==> src/rtl/round_ctrl_pipelined.sv <==
// Round/stage sequencer for round-based masked ciphers with a pipelined S-box layer.
// Define ROUND_CTRL_DECRYPT_EN to add the decrypt port and downward round counting.
module round_ctrl_pipelined #(
    parameter int SBOX_STAGES = 4,
    parameter int NUM_ROUNDS  = 16,
    parameter int ROUND_W     = 4,
    parameter int STAGE_W     = 4
) (
    input  logic               clk,
    input  logic               reset,
    input  logic               start,
    input  logic               abort,
`ifdef ROUND_CTRL_DECRYPT_EN
    input  logic               decrypt,
`endif
    output logic [ROUND_W-1:0] round,
    output logic [STAGE_W-1:0] stage,
    output logic               roundStart_Select,
    output logic               round_tick,
    output logic               last_round,
    output logic               EN,
    output logic               busy,
    output logic               done,
    output logic [1:0]         state_dbg
);

    // Handshake: start is only taken in IDLE or DONE; busy covers LOAD+RUN;
    // done holds in DONE until the next start or an abort. abort beats start.

    if (SBOX_STAGES < 1 || SBOX_STAGES > 16) begin : g_bad_stages
        $error("round_ctrl_pipelined: SBOX_STAGES must be in 1..16");
    end
    if (NUM_ROUNDS < 1 || longint'(NUM_ROUNDS) > (longint'(1) << ROUND_W)) begin : g_bad_rounds
        $error("round_ctrl_pipelined: NUM_ROUNDS must be in 1..2**ROUND_W");
    end
    if ((longint'(1) << STAGE_W) < longint'(SBOX_STAGES)) begin : g_bad_stage_w
        $error("round_ctrl_pipelined: STAGE_W too narrow for SBOX_STAGES");
    end

    typedef enum logic [1:0] {
        S_IDLE = 2'd0,
        S_LOAD = 2'd1,
        S_RUN  = 2'd2,
        S_DONE = 2'd3
    } state_t;

    localparam logic [ROUND_W-1:0] ROUND_LAST = ROUND_W'(NUM_ROUNDS - 1);
    localparam logic [STAGE_W-1:0] STAGE_LAST = STAGE_W'(SBOX_STAGES - 1);

    state_t             state_q;
    state_t             state_d;
    logic [ROUND_W-1:0] round_q;
    logic [STAGE_W-1:0] stage_q;
    logic               dir_q;
    logic [ROUND_W-1:0] load_round;
    logic               stage_end;
    logic               round_final;
    logic               take_start;

    assign take_start = start && !abort && (state_q == S_IDLE || state_q == S_DONE);

`ifdef ROUND_CTRL_DECRYPT_EN
    // Direction is captured with the start request and held for the operation.
    always_ff @(posedge clk or negedge reset) begin
        if (!reset) begin
            dir_q <= 1'b0;
        end else if (abort) begin
            dir_q <= 1'b0;
        end else if (take_start) begin
            dir_q <= decrypt;
        end
    end
    assign load_round = decrypt ? ROUND_LAST : '0;
`else
    assign dir_q      = 1'b0;
    assign load_round = '0;
`endif

    assign stage_end   = (stage_q == STAGE_LAST);
    assign round_final = dir_q ? (round_q == '0) : (round_q == ROUND_LAST);

    always_ff @(posedge clk or negedge reset) begin
        if (!reset) begin
            state_q <= S_IDLE;
        end else begin
            state_q <= state_d;
        end
    end

    always_comb begin
        state_d = state_q;
        if (abort) begin
            state_d = S_IDLE;
        end else begin
            case (state_q)
                S_IDLE:  if (start) state_d = S_LOAD;
                S_LOAD:  state_d = S_RUN;
                S_RUN:   if (stage_end && round_final) state_d = S_DONE;
                S_DONE:  if (start) state_d = S_LOAD;
                default: state_d = S_IDLE;
            endcase
        end
    end

    // Counters stay frozen on the final stage so DONE shows where the run ended.
    always_ff @(posedge clk or negedge reset) begin
        if (!reset) begin
            round_q <= '0;
            stage_q <= '0;
        end else if (abort) begin
            round_q <= '0;
            stage_q <= '0;
        end else begin
            case (state_q)
                S_IDLE, S_DONE: begin
                    if (start) begin
                        round_q <= load_round;
                        stage_q <= '0;
                    end
                end
                S_RUN: begin
                    if (stage_end) begin
                        if (!round_final) begin
                            stage_q <= '0;
                            round_q <= dir_q ? round_q - ROUND_W'(1) : round_q + ROUND_W'(1);
                        end
                    end else begin
                        stage_q <= stage_q + STAGE_W'(1);
                    end
                end
                default: ;
            endcase
        end
    end

    always_comb begin
        roundStart_Select = 1'b0;
        round_tick        = 1'b0;
        last_round        = 1'b0;
        EN                = 1'b0;
        busy              = 1'b0;
        done              = 1'b0;
        case (state_q)
            S_LOAD: begin
                roundStart_Select = 1'b1;
                EN                = 1'b1;
                busy              = 1'b1;
            end
            S_RUN: begin
                EN         = 1'b1;
                busy       = 1'b1;
                round_tick = stage_end;
                last_round = round_final;
            end
            S_DONE: begin
                done = 1'b1;
            end
            default: ;
        endcase
    end

    assign round     = round_q;
    assign stage     = stage_q;
    assign state_dbg = state_q;

endmodule

==> config.mk <==
export PLATFORM = sky130hd
export DESIGN_NAME = round_ctrl_pipelined
export DESIGN_NICKNAME = d
export VERILOG_FILES = /design/src/rtl/round_ctrl_pipelined.sv
export SDC_FILE = /design/constraint.sdc
export NUM_CORES = 1
export LEC_CHECK = 0
export ABC_AREA = 1
export CORE_MARGIN = 2
export CORE_UTILIZATION = 47
export DETAILED_ROUTE_END_ITERATION = 10
export PLACE_DENSITY_LB_ADDON = 0.15
export SLEW_MARGIN = 40
export SYNTH_ARGS = -nofsm -noshare
export SYNTH_HDL_FRONTEND = slang
export SYNTH_SLANG_ARGS = --single-unit
==> constraint.sdc <==
create_clock -name clk -period 1.79 [get_ports clk]
set_clock_uncertainty 0.2 [all_clocks]
set_input_delay 0.358 -clock clk [delete_from_list [all_inputs] [get_ports clk]]
set_output_delay 0.358 -clock clk [all_outputs]
set_load 0.01 [all_outputs]
Word-level counts from Yosys, hierarchy flattened:

Index checks and enable logic that the tools add are counted.

* register bits: 10
* input bits: 4
* output and inout port bits: 16
* logic and storage cells: 41

* reduce and logical (&&, ||, !) cells: 8
* multiplexer cells: 18
* equality and inequality tests: 10
* add/sub/neg operators: 2

Operators with widths (count)
* $mux W4: 7
* $pmux W4 S2: 2
* $ne A3 B3 Y1 const B: 3
* $add A4 B1 Y4 const B: 2
* $mux W2: 3
* $pmux W2 S3: 1
* $mux W1: 5
* $eq A2 B2 Y1 const B: 2
* $eq A4 B2 Y1 const B: 1
* $eq A4 B4 Y1 const B: 1
* $ne A4 B4 Y1 const B: 1
* $reduce_and A4 Y1: 1
* $reduce_or A2 Y1: 2
* $ne A3 B1 Y1 const B: 1
* $reduce_and A3 Y1: 1
* $reduce_bool A3 Y1: 1
* $eq A2 B1 Y1 const B: 1
* $logic_not A2 Y1: 1
* $reduce_and A2 Y1: 1
* $logic_and A1 B1 Y1: 1

Logic depth before layout (Yosys ltp):

* depth in word-level cells: 5
* gate-level depth with buffers: 9
* gate-level depth less buffers: 9

Worst setup path after synthesis:

Ideal clock, no wire load.

* kind: reg2reg
* start: reg state_q[0], in the netlist state_dbg[0]
* end: reg stage_q[3], in the netlist stage[3]
* data arrival time: 1.434 ns
* period minus slack after synthesis: 1.699 ns
* path buffers: 0
* path slack: 0.091 ns
* cell stages (with the launch flop): 10
* setup time: 0.065 ns
* required time: 1.525 ns
* cells stage by stage: dfrtp_1 -> inv_1 -> ha_1 -> nor2_2 -> nand2_2 -> nand2_4 -> clkinv_4 -> nand2_2 -> nand3_1 -> nand2_1

* cells in the longest elaborated chain, start to end: 4
* elaborated cells on any way between the ends: 10
* classes of those cells: eq/ne (4); mux (2); reduce/logical (4)

RTL lines
* start, declared: RTL line 50 `state_t state_q;`
* start signal, assigned: RTL line 86 `state_q <= state_d;`
* $eq A2 B2 Y1 / $logic_not A2 Y1 (equally long branches): RTL line 114 `case (state_q)`
* $reduce_or A2 Y1 (no source line)
* $ne A3 B1 Y1 (no source line) (tied with other cells)
* $reduce_and A3 Y1 (no source line) / $mux W4 (equally long branches)
* end signal, assigned: RTL line 128 `stage_q <= stage_q + STAGE_W'(1);`
* end, declared: RTL line 53 `logic [STAGE_W-1:0] stage_q;`

Parallel ways exist; a longest one is shown, timed or not.
A chain may end at the register's enable or synchronous reset.

Final worst setup path:

* start: reg round_q[1], in the netlist round[1]
* end: out last_round

* cells in the longest elaborated chain, start to end: 2

RTL lines
* start, declared: RTL line 52 `logic [ROUND_W-1:0] round_q;`
* start signal, assigned: RTL line 117 `round_q <= load_round;`
* start signal, assigned: RTL line 125 `round_q <= dir_q ? round_q - ROUND_W'(1) : round_q + ROUND_W'(1);`
* $eq A4 B4 Y1: RTL line 80 `assign round_final = dir_q ? (round_q == '0) : (round_q == ROUND_LAST);`
* $mux W1: RTL line 143 `case (state_q)`
* end, declared: RTL line 20 `output logic last_round,`

Every way passes these cells.

==> qor.json <==
{
  "synth": {
    "yosysTopAreaCellShare_pct": 32.15,
    "synth_top_cell_by_area": "dfrtp_1",
    "ys_ff_latch": 10,
    "commonest_cells_post_synth": "nand2_1, nand3_1, nor2_1",
    "async_s_r_ff_share_synth_pct": 100.0,
    "syn-cell-area_um2": 778.2,
    "synth_cells": 100,
    "yosysWarnings": 0,
    "synth.most_common_cell": "nand2_1",
    "yosys_most_used_dff": "dfrtp_1",
    "yosysSeqAreaShare_pct": 32.15,
    "synth_nets": 109,
    "synth_edf_count": 0,
    "syn_area_per_cell_um2": 7.782,
    "post_synth_main_area_contributors": "dfrtp_1, nand2_1, ha_1, nand3_1, nor2_1",
    "synth.distinct_cells": 23
  },
  "timing": {
    "min_period_ns": 1.736,
    "max-slew-margin-rel_pct": 67.65,
    "finalMaxSlewViolations": 0,
    "fin_ws_ns": 0.05383,
    "timing.final.hold_violations": 0,
    "achievable-frequency_ghz": 0.5760,
    "setup_viol_count_final": 0,
    "rsz_0062_raised_after_global_routing": "yes",
    "layout_worst_path_cycle_share_pct": 96.99,
    "worst_slew_pin_slew_ns": 0.4837
  },
  "worst_setup_path": {
    "path_max_fanout": 4,
    "r2r_cells": 10,
    "cp_data_required_time_ns": 1.23,
    "critPathArrivalTime_ns": 1.18,
    "worst-r2r-setup-slack_ns": 0.12,
    "timing.critical_path.from": "round[1]",
    "critPathCaptureType": "output port",
    "crit-reg2reg-capture": "stage[3]",
    "kind_of_critical_path": "reg2out",
    "crit-reg2reg-launch": "state_dbg[0]",
    "critical_path.startpoint_type": "flop"
  },
  "final_layout": {
    "nets": 151,
    "finish.utilization_pct": 77.26,
    "design_area_mm2": 0.001177,
    "num_antenna_cells": 0,
    "drive_above_1_share_pct": 39.72,
    "post_layout_instance_count_excluding_filler_cells": 157,
    "ff_latch_area_um2": 250.2,
    "num-fill-cells": 126,
    "multi_input_comb_area_um2": 514.2,
    "layout-area-overhead-vs-synth_pct": 51.29
  },
  "place": {
    "placedCellCount": 151,
    "place_congestion": 0.8495,
    "placement.io_buffers": 19,
    "pre_cts_slack_ns": -0.1507,
    "place.detailed.hpwl_mm": 1.526,
    "placedInstanceArea_mm2": 0.001105
  },
  "detailed_routing": {
    "vias_per_cell": 5.070,
    "count_of_unresolved_drc_violations_after_routing": 0,
    "first_pass_iters": 4,
    "drtIter0Drc": 23,
    "routed_wire_length_per_instance_um": 12.92,
    "routed-via-count": 796,
    "route.final.wire_length_mm": 2.029,
    "postRouteAntennaNets": 0
  },
  "outcome": {
    "outcome": "completed"
  },
  "floorplan": {
    "top_level_ports": 20,
    "fp.dieH_um": 44.69,
    "die_w_um": 44.69,
    "placement_row_count": 14,
    "floorplan.initialDensity_pct": 51.07,
    "fp.coreArea_mm2": 0.001524,
    "fp.dieArea_mm2": 0.001997
  },
  "global_routing": {
    "grt.total_usage_pct": 22.82,
    "grt_overflow": 0,
    "grt_max_degree": 11,
    "grt_pass1_vias": 773,
    "grt_antenna_before_repair": 0,
    "grt_first_pass_wirelength_mm": 3.284
  },
  "clock_tree": {
    "cts_tree": "built",
    "cts.root.buffer_cell": "clkbuf_4",
    "cts_made_buffers": 3,
    "htreeDepth": 1,
    "clock_tree.buffer_depth": 2,
    "clkSinkCount": 10,
    "clkSlewWorstSetupHoldPaths_ns": 0.07,
    "worstSkewPairLatency_ns": 0.27
  },
  "pwr": {
    "p_int_uw": 709.8,
    "power.share.combinational_pct": 60.8,
    "irDropWorstVdd_v": 0.0009287,
    "cellLeakagePower_nw": 0.6891,
    "p_sw_uw": 547.3,
    "clock_power_share_pct": 16.9,
    "netSwitchingFraction_pct": 43.54,
    "sequentialPowerShare_pct": 22.3,
    "power-per-cell-area_mw_per_mm2": 1068
  },
  "job": {
    "drv_cap": 0
  },
  "worst_hold_path": {
    "timing.hold.worst.class": "in2async"
  }
}
## final cells by class
| type | instances | share of cell area [%] |
|---|---|---|
| multi-input combinational | 76 | 43.68 |
| inverter | 12 | 4.676 |
| timing repair buffer | 39 | 25.61 |
| clock buffer | 4 | 3.082 |
| tap | 16 | 1.700 |
| sequential | 10 | 21.25 |
## cells in the final DEF (no fill, tap or decap), types with 3 or more instances in the layout
cell type,count
nand2_2,3
clkbuf_4,3
nor2_1,10
clkdlybuf4s50_1,3
buf_4,19
dlygate4sd2_1,10
ha_1,3
inv_1,7
nand2_4,4
nand3_2,3
dfrtp_1,10
nand3_1,8
nand2_1,28
nand4_1,3
buf_2,5
## worst max-delay path by stage
stage	depth (start not counted)	end	slack [ns]
6_report	4	last_round	0.05
5_1_grt	4	last_round	-0.02
4_1_cts	3	roundStart_Select	0.001
3_5_place_dp	4	last_round	-0.15
3_3_place_gp	4	last_round	-0.09
2_1_floorplan	9	stage[3]	0.09
## cell families after synthesis
| group | share of synthesized area, % |
|---|---|
| and+or+nand+nor | 45.82 |
| xor gates and xnor gates | 1.126 |
| DFF | 32.15 |
| adders and majority gates | 8.039 |
| buffers and inverters | 9.485 |
| AOI/OAI and AO/OA | 3.377 |
## power groups by stage
stage / Combinational [mW] / Clock (mW) / Sequential, mW
4_1_cts: 0.707 / 0.211 / 0.273
3_5_place_dp: 0.753 / 0 / 0.277
2_1_floorplan: 0.409 / 0 / 0.307
3_3_place_gp: 0.729 / 0 / 0.274
5_1_grt: 0.832 / 0.232 / 0.284
6_report: 0.765 / 0.213 / 0.280
## flip-flops by register name, indices dropped and copies added (netlist names)
signal and count:
stage 4, round 4, state_dbg 2
## metrics by stage
stage / hold WS (ns) / TNS [ns] / power [mW]
2_1_floorplan: -0.1376 / 0 / 0.7166
4_1_cts: 0.2309 / 0 / 1.191
6_report: 0.2085 / 0 / 1.257
5_1_grt: 0.2507 / -0.02587 / 1.348
3_5_place_dp: 0.3838 / -1.138 / 1.029
3_3_place_gp: 0.3751 / -0.6748 / 1.003
## critical path: stages (launching register included)
cell     delay [ns]
dfrtp_1        0.40
ha_4           0.17
nand3_4        0.10
nor2_2         0.11
buf_2          0.13
## metal layers
layer | global-route usage, % | share of wire (%) | up-vias
met5 | 0 | 0 | -
met4 | 9.697 | 2.5 | 0
met3 | 4.400 | 4.3 | 6
met2 | 41.16 | 50 | 21
met1 | 25.94 | 43 | 373
li1 | - | - | 396
## repair_timing
| item | CTS | global route |
|---|---|---|
| buffers inserted | 1 | 1 |
| setup endpoints to repair | 18 | 14 |
| pin swaps | 2 | 7 |
| hold buffers | 0 | 0 |
| resized for setup | 35 | 11 |
Power figures use the tool's default switching activity.
